**config.mk**
```make
export PLATFORM = sky130hd
export DESIGN_NAME = reg_bank_arbiter
export DESIGN_NICKNAME = d
export VERILOG_FILES = /design/src/rtl/reg_bank_arbiter.sv
export SDC_FILE = /design/constraint.sdc
export NUM_CORES = 1
export LEC_CHECK = 0
export CAP_MARGIN = 25
export CORE_MARGIN = 2
export CORE_UTILIZATION = 35
export DETAILED_ROUTE_END_ITERATION = 12
export PLACE_DENSITY_LB_ADDON = 0.3
export SLEW_MARGIN = 20
export SYNTH_ARGS = -nofsm -noshare
export SYNTH_HDL_FRONTEND = slang
export SYNTH_SLANG_ARGS = --single-unit
```
**constraint.sdc**
```tcl
create_clock -name clk -period 2.6 [get_ports clk]
set_input_delay 0.39 -clock clk [delete_from_list [all_inputs] [get_ports clk]]
set_output_delay 0.39 -clock clk [all_outputs]
set_load 0.02 [all_outputs]
```
**src/rtl/reg_bank_arbiter.sv**
```systemverilog
// ============================================================================
// Module  : reg_bank_arbiter
// Purpose : Round-robin arbiter sharing the single-port register bank between
//           the UART (A) and SPI (B) command requesters.
// Revision: 1.0 - initial release
// ============================================================================
`timescale 1ns/1ps
`default_nettype none

module reg_bank_arbiter #(
    parameter int ADDR_BITS    = 6,
    parameter int DATA_BITS    = 8,
    parameter int READ_LATENCY = 1
) (
    input  logic                 clk,
    input  logic                 rst,
    input  logic                 A_req,
    input  logic                 A_we,
    input  logic [ADDR_BITS-1:0] A_addr,
    input  logic [DATA_BITS-1:0] A_wdata,
    output logic                 A_done,
    output logic [DATA_BITS-1:0] A_rdata,
    input  logic                 B_req,
    input  logic                 B_we,
    input  logic [ADDR_BITS-1:0] B_addr,
    input  logic [DATA_BITS-1:0] B_wdata,
    output logic                 B_done,
    output logic [DATA_BITS-1:0] B_rdata,
    output logic                 bank_WD,
    output logic [ADDR_BITS-1:0] bank_ADDR,
    output logic [DATA_BITS-1:0] bank_DATA_in,
    input  logic [DATA_BITS-1:0] bank_DATA_out,
    output logic                 busy
);

    localparam logic [1:0] c_IDLE   = 2'd0;
    localparam logic [1:0] c_ACCESS = 2'd1;
    localparam logic [1:0] c_WAIT   = 2'd2;
    localparam logic [1:0] c_DONE   = 2'd3;

    localparam bit         c_NO_WAIT   = (READ_LATENCY == 0);
    localparam logic [2:0] c_WAIT_LOAD = (READ_LATENCY > 0) ? 3'(READ_LATENCY - 1) : 3'd0;

    logic [1:0]           r_state;
    logic                 r_owner;       // 0 = A, 1 = B
    logic                 r_last_owner;
    logic                 r_we;
    logic [2:0]           r_cnt;
    logic                 r_bank_wd;
    logic [ADDR_BITS-1:0] r_bank_addr;
    logic [DATA_BITS-1:0] r_bank_din;
    logic [DATA_BITS-1:0] r_a_rdata;
    logic [DATA_BITS-1:0] r_b_rdata;

    logic w_grant_a;
    logic w_grant_b;
    logic w_any_grant;

    // On a tie the requester that was not served last wins.
    always_comb begin
        w_grant_a   = A_req & (~B_req | r_last_owner);
        w_grant_b   = B_req & ~w_grant_a;
        w_any_grant = w_grant_a | w_grant_b;
    end

    always_ff @(posedge clk or negedge rst) begin
        if (!rst) begin
            r_state      <= c_IDLE;
            r_owner      <= 1'b0;
            r_last_owner <= 1'b1;
            r_we         <= 1'b0;
            r_cnt        <= 3'd0;
            r_bank_wd    <= 1'b0;
            r_bank_addr  <= '0;
            r_bank_din   <= '0;
            r_a_rdata    <= '0;
            r_b_rdata    <= '0;
        end else begin
            case (r_state)
                c_IDLE: begin
                    if (w_any_grant) begin
                        r_owner     <= w_grant_b;
                        r_we        <= w_grant_b ? B_we    : A_we;
                        r_bank_wd   <= w_grant_b ? B_we    : A_we;
                        r_bank_addr <= w_grant_b ? B_addr  : A_addr;
                        r_bank_din  <= w_grant_b ? B_wdata : A_wdata;
                        r_state     <= c_ACCESS;
                    end
                end
                c_ACCESS: begin
                    r_bank_wd <= 1'b0;
                    if (r_we) begin
                        r_state <= c_DONE;
                    end else if (c_NO_WAIT) begin
                        if (r_owner) r_b_rdata <= bank_DATA_out;
                        else         r_a_rdata <= bank_DATA_out;
                        r_state <= c_DONE;
                    end else begin
                        r_cnt   <= c_WAIT_LOAD;
                        r_state <= c_WAIT;
                    end
                end
                c_WAIT: begin
                    if (r_cnt == 3'd0) begin
                        if (r_owner) r_b_rdata <= bank_DATA_out;
                        else         r_a_rdata <= bank_DATA_out;
                        r_state <= c_DONE;
                    end else begin
                        r_cnt <= r_cnt - 3'd1;
                    end
                end
                c_DONE: begin
                    r_last_owner <= r_owner;
                    r_state      <= c_IDLE;
                end
                default: r_state <= c_IDLE;
            endcase
        end
    end

    assign A_done       = (r_state == c_DONE) & ~r_owner;
    assign B_done       = (r_state == c_DONE) &  r_owner;
    assign A_rdata      = r_a_rdata;
    assign B_rdata      = r_b_rdata;
    assign bank_WD      = r_bank_wd;
    assign bank_ADDR    = r_bank_addr;
    assign bank_DATA_in = r_bank_din;
    assign busy         = (r_state != c_IDLE);

endmodule

`default_nettype wire

```
Yosys cells after proc, flatten, opt, wreduce, memory -nomap -nowiden:

Cells that the tools add are included.

* register bits: 39
* latch bits: 0
* bits in writable memories: 0
* ROM bits: 0
* bits of input ports: 42
* output and inout bits: 34
* word-level logic and storage cells: 50
* memories kept: 0

* add/sub/neg operators: 1
* multipliers: 0
* divide/modulo/power cells: 0
* order comparisons: 0
* eq/ne operators: 7
* shifts and indexed selects: 0
* muxes and demuxes: 12
* bitwise gates (word level): 9
* reduce and logical (&&, ||, !) cells: 11

Operators with widths (number)
* 3-bit AND reduction: 3
* 8-bit two-way mux: 1
* 2-bit inequality test, second input constant: 4
* 2-bit case mux with 4 select lines: 1
* 3-bit two-way mux: 2
* 6-bit two-way mux: 1
* 3-bit case mux with 2 select lines: 1
* 2-bit AND reduction: 3
* 2-bit nonzero test: 3
* 1-bit AND: 4
* 2-bit equality test, second input constant: 2
* 2-bit two-way mux: 2
* 3-bit zero test: 1
* 1-bit two-way mux: 3
* 1-bit inverter: 3
* 3-bit by 1-bit subtractor with 3-bit output, second input constant: 1
* 2-bit by 1-bit equality test with 1-bit output, second input constant: 1
* 2-bit zero test: 1
* 1-bit OR: 2
* 1-bit case mux with 2 select lines: 1

Logic depth before layout (Yosys ltp):

* depth in word-level cells: 8
* mapped depth: 7

Worst setup path before layout:

Ideal clock, no wire load.

* path kind: reg-to-reg
* start point: reg r_cnt[0]
* end point: reg r_state[1]
* setup time: 0.125 ns
* arrival time: 1.464 ns
* setup slack: 1.012 ns
* cell stages (with the launch flop): 8
* path through: dfrtp_1 -> inv_1 -> ha_1 -> ha_1 -> buf_6 -> nand2b_4 -> a21boi_2 -> mux2_2

* cells in the longest elaborated chain, start to end: 3

RTL lines
* from (decl): RTL line 48 `logic [2:0] r_cnt;`
* from (signal assigned): RTL line 99 `r_cnt <= c_WAIT_LOAD;`
* from (signal assigned): RTL line 109 `r_cnt <= r_cnt - 3'd1;`
* 3-bit zero test: RTL line 104 `if (r_cnt == 3'd0) begin`
* 2-bit inequality test (no line)
* 2-bit AND reduction (no line)
* to (signal assigned): RTL line 100 `r_state <= c_WAIT;`
* to (signal assigned): RTL line 107 `r_state <= c_DONE;`
* to (signal assigned): RTL line 114 `r_state <= c_IDLE;`
* to (decl): RTL line 44 `logic [1:0] r_state;`

No other way between the ends.
A chain may end at the register's enable or synchronous reset.

Final worst setup path:

* start point: reg r_state[0]
* end point: out busy

* cells in the longest elaborated chain, start to end: 1

RTL lines
* from (signal assigned): RTL line 68 `r_state <= c_IDLE;`
* from (signal assigned): RTL line 87 `r_state <= c_ACCESS;`
* from (signal assigned): RTL line 93 `r_state <= c_DONE;`
* 2-bit nonzero test: RTL line 128 `assign busy = (r_state != c_IDLE);`
* to (decl): RTL line 33 `output logic busy`

No other way between the ends.

==> run summary <==
The run finished with clean final reports. The H-tree was split into 2 levels. The number of placed instances with taps included was 310; the total of endpoints with negative setup slack in the final report was 0.

Across the VDD grid, the largest voltage drop is 0.000531 V. For the cell area after layout, the log shows 0.00279 mm2. Before CTS, the worst setup slack after placement is 0.648 ns.

The library cell used most frequently in the layout, excluding fill and tap cells, is sky130_fd_sc_hd__clkdlybuf4s50_1. The routability congestion estimate from global placement came out at 0.712. The run gives 0.29 ns as the clock latency on the worst-skew pair. For the number of hold violations in the final report, the log shows 0. The tools report the number of global-route vias before repair as 1559. The critical path is of the reg -> out type. The reg-to-reg setup timing slack was 0.70 ns. Summed over all failing endpoints, the final setup total negative slack is 0 ns. For this design, the sink count on the clock tree is 39. Of the cells placed in the final design, the portion with a size suffix greater than 1 is 14.6%.

The tree is rooted in a sky130_fd_sc_hd__clkbuf_8. The switching share of power is 37.6%. The run gives 40 as the maximum number of pins on one net before global-route repair. In the synthesized netlist, the number of instances is 173. Of all cell types, the one taking the most synthesized area is sky130_fd_sc_hd__dfrtp_1. The logs give 295 for the total number of nets in the final design and 1.23 mW for the switching power of the nets. Sequential cells burn 33.2% of the power.

The worst hold-check path type was in -> async. The mean post-synth cell area was 11.1 um2. Dividing the detail-routed wire length by the instance count gives 13.3 um. For the post-cts gate resize count, the log shows 0. The finished layout holds 317 standard cells, fillers aside. Compared with the post-synthesis result, the final layout area differs by 44.9%. The most common flop cell mapped by yosys was sky130_fd_sc_hd__dfrtp_1. The longest clock path from root to sink contains 2 buffers. The initial core utilization is 36.9%, and the number of antenna violations at the first check in global routing is 0.

The tools report the sequential-to-total area share from yosys stat as 50.8%. Cell family with the largest share of critical-path delay: buffers and inverters. The delay of the slowest cell on the worst path works out to 0.62 ns.

The number of nets produced by synthesis was 221; the number of violations of the max-capacitance limit was 0. In the post-synthesis netlist, the biggest area contributors are sky130_fd_sc_hd__dfrtp_1 (49%), sky130_fd_sc_hd__mux2_2 (11%), sky130_fd_sc_hd__a21oi_1 (7.3%), sky130_fd_sc_hd__ha_1 (3.9%), sky130_fd_sc_hd__nor2_1 (3.7%). The worst clock skew was 0.00604 ns; the transition at the pin with the smallest max-transition slack was 0.845 ns. For this block, the routed nets add up to 4220 um of wire. The die covers 0.00610 mm2. For the number of buffers inserted to repair setup after CTS, the log shows 0. TritonCTS built the clock tree. Leaving out fill and tap cells, the most frequent cells in the layout are sky130_fd_sc_hd__clkdlybuf4s50_1 (74), sky130_fd_sc_hd__dfrtp_1 (38), sky130_fd_sc_hd__a21oi_1 (28).

Yosys mapped a number of flops with a built-in enable equal to 0. The post-layout total power is 3.28 mW. Clock tree synthesis inserted a total of 5 buffers. The synthesized design contains 39 register bits. The critical path goes through inv_1 -> ha_1 -> inv_2 -> clkdlybuf4s50_1. The worst register-to-register path ends at r_state[1]. The number of distinct library cells after synthesis is 41. The worst setup path is captured at a primary output. Global routing used 14.4% of the available tracks across all layers. After layout, the worst setup slack is 0.372 ns. After the first detailed-routing iteration, the DRC count stood at 59. In this run the tightest slew margin relative to its limit is 43.7%.

STA classifies the critical path startpoint as a flop. The total power divided by cell area is 1180 mW/mm2, and the number of I/O port buffers is 75. The via density per instance is 4.84, and the utilization of the core after routing is 53.5%. The run gives 0.197 ns as the tightest hold margin. The final period demand of the worst path came out at 2.23 ns. Counting both buffers and inverters, the worst setup path holds a total of 3. The number of detailed-route iterations in the first pass was 4; the overall overflow remaining after global route was 0.

For the overall via count from detail_route, the log shows 1535. Critical path's slowest cell: sky130_fd_sc_hd__clkdlybuf4s50_1. The logs give 1.84 ns for the critical path arrival and 1.16 nW for the leakage power total.

The share of total power dissipated in combinational logic is 52.2%. The repair_antennas step left the layout with diodes totalling 0. Highest fanout seen on the critical path: 6. The count of hold-fix buffers inserted at cts is 0. After layout, the worst path uses 85.7% of the clock period. Based on the critical path, the design can be clocked at up to 0.449 GHz. Summing all placed instances gives a cell area of 0.00268 mm2. The die width is 78.1 um. The startpoint of the worst-slack reg-to-reg timing path was r_cnt[0]. In this run, the clock network consumes 14.6% of the power.

Pin placement for this block handled 76 I/O pins. For this run, design rule violations remaining after detail routing come to 0. The first global-routing pass estimated 6870 um of wire.

The internal portion of total power is 2.05 mW, and the die extent in y is 78.1 um. In this run the biggest area consumer among cell types represents 49.5% of the synthesized area. The detailed placer's ending HPWL was 3000 um.

After floorplanning, the core was divided into 26 placement rows. For the max-slew violation count, the log shows 0. The async set-reset flop share out of synthesis works out to 100%. Setup repair after global routing left no endpoint under its margin. The run gives 2.21 ns as the required time of the worst setup path. During synthesis, Yosys emitted a total of 0 warnings. The remaining antenna violation count came out at 0. In this run the standard cell core region covers 0.00520 mm2. The synthesized cell area is 0.00192 mm2, and the number of cells on the worst reg-to-reg path is 6. Clock-pin slew on the worst setup and hold paths: 0.07 ns.
power groups by stage:
stage | sequential (mW) | combinational, mW | clock [mW]
floorplan | 1.38 | 0.737 | 0
global placement | 1.09 | 1.71 | 0
detailed placement | 1.10 | 1.74 | 0
CTS | 1.09 | 1.74 | 0.500
global route | 1.13 | 1.86 | 0.523
finish | 1.09 | 1.71 | 0.480
state kept, by name, indices dropped and copies added, names as in the netlist:
register      count
bank_ADDR         6
r_we              1
r_cnt             3
r_owner           1
r_last_owner      1
bank_WD           1
A_rdata           8
r_state           2
bank_DATA_in      8
B_rdata           8
how the worst max path moves through the flow:
| stage | start | to | cells after the start |
|---|---|---|---|
| final | r_state[0] | busy | 4 |
| after global routing | r_state[0] | busy | 4 |
| after CTS | r_state[0] | busy | 4 |
| after detailed placement | A_req | bank_ADDR[0] | 4 |
| after global placement | A_req | r_we | 4 |
| after floorplan | r_cnt[0] | r_state[1] | 7 |
logic make-up after synthesis:
group / count (synthesis) / synth area share, %
AO/OA/AOI/OAI: 47 / 16.0
AND/OR/NAND/NOR: 47 / 12.8
flip-flops: 39 / 50.8
multiplexers: 20 / 11.6
buffers and inverters: 14 / 4.95
adder cells (fa/ha/maj): 6 / 3.91
cell type report:
type                            count  area (um2)
Clock buffer                        6        72.6
Clock inverter                      1        30.0
Fill cell                         486        2420
Inverter                            6        22.5
Multi-Input combinational cell    120         850
Sequential cell                    39         977
Tap cell                           70        87.6
Timing Repair Buffer               75         746
Yosys cell counts, types with 2 or more instances:
cell,number
sky130_fd_sc_hd__dfrtp_1,38
sky130_fd_sc_hd__a21oi_1,28
sky130_fd_sc_hd__nor2_1,19
sky130_fd_sc_hd__mux2_2,18
sky130_fd_sc_hd__nand2_1,17
sky130_fd_sc_hd__ha_1,6
sky130_fd_sc_hd__buf_6,5
sky130_fd_sc_hd__inv_1,5
sky130_fd_sc_hd__a31oi_1,3
sky130_fd_sc_hd__mux2i_1,2
sky130_fd_sc_hd__o21ai_0,2
metal layers:
layer  up-vias  wire (um)  global-route usage (%)
li1        748          -                       -
met1       719       1780                    15.3
met4         0         51                    4.74
met2        63       1970                    24.8
met5         -          0                       0
met3         5        421                    7.13
Power figures use the tool's default switching activity.
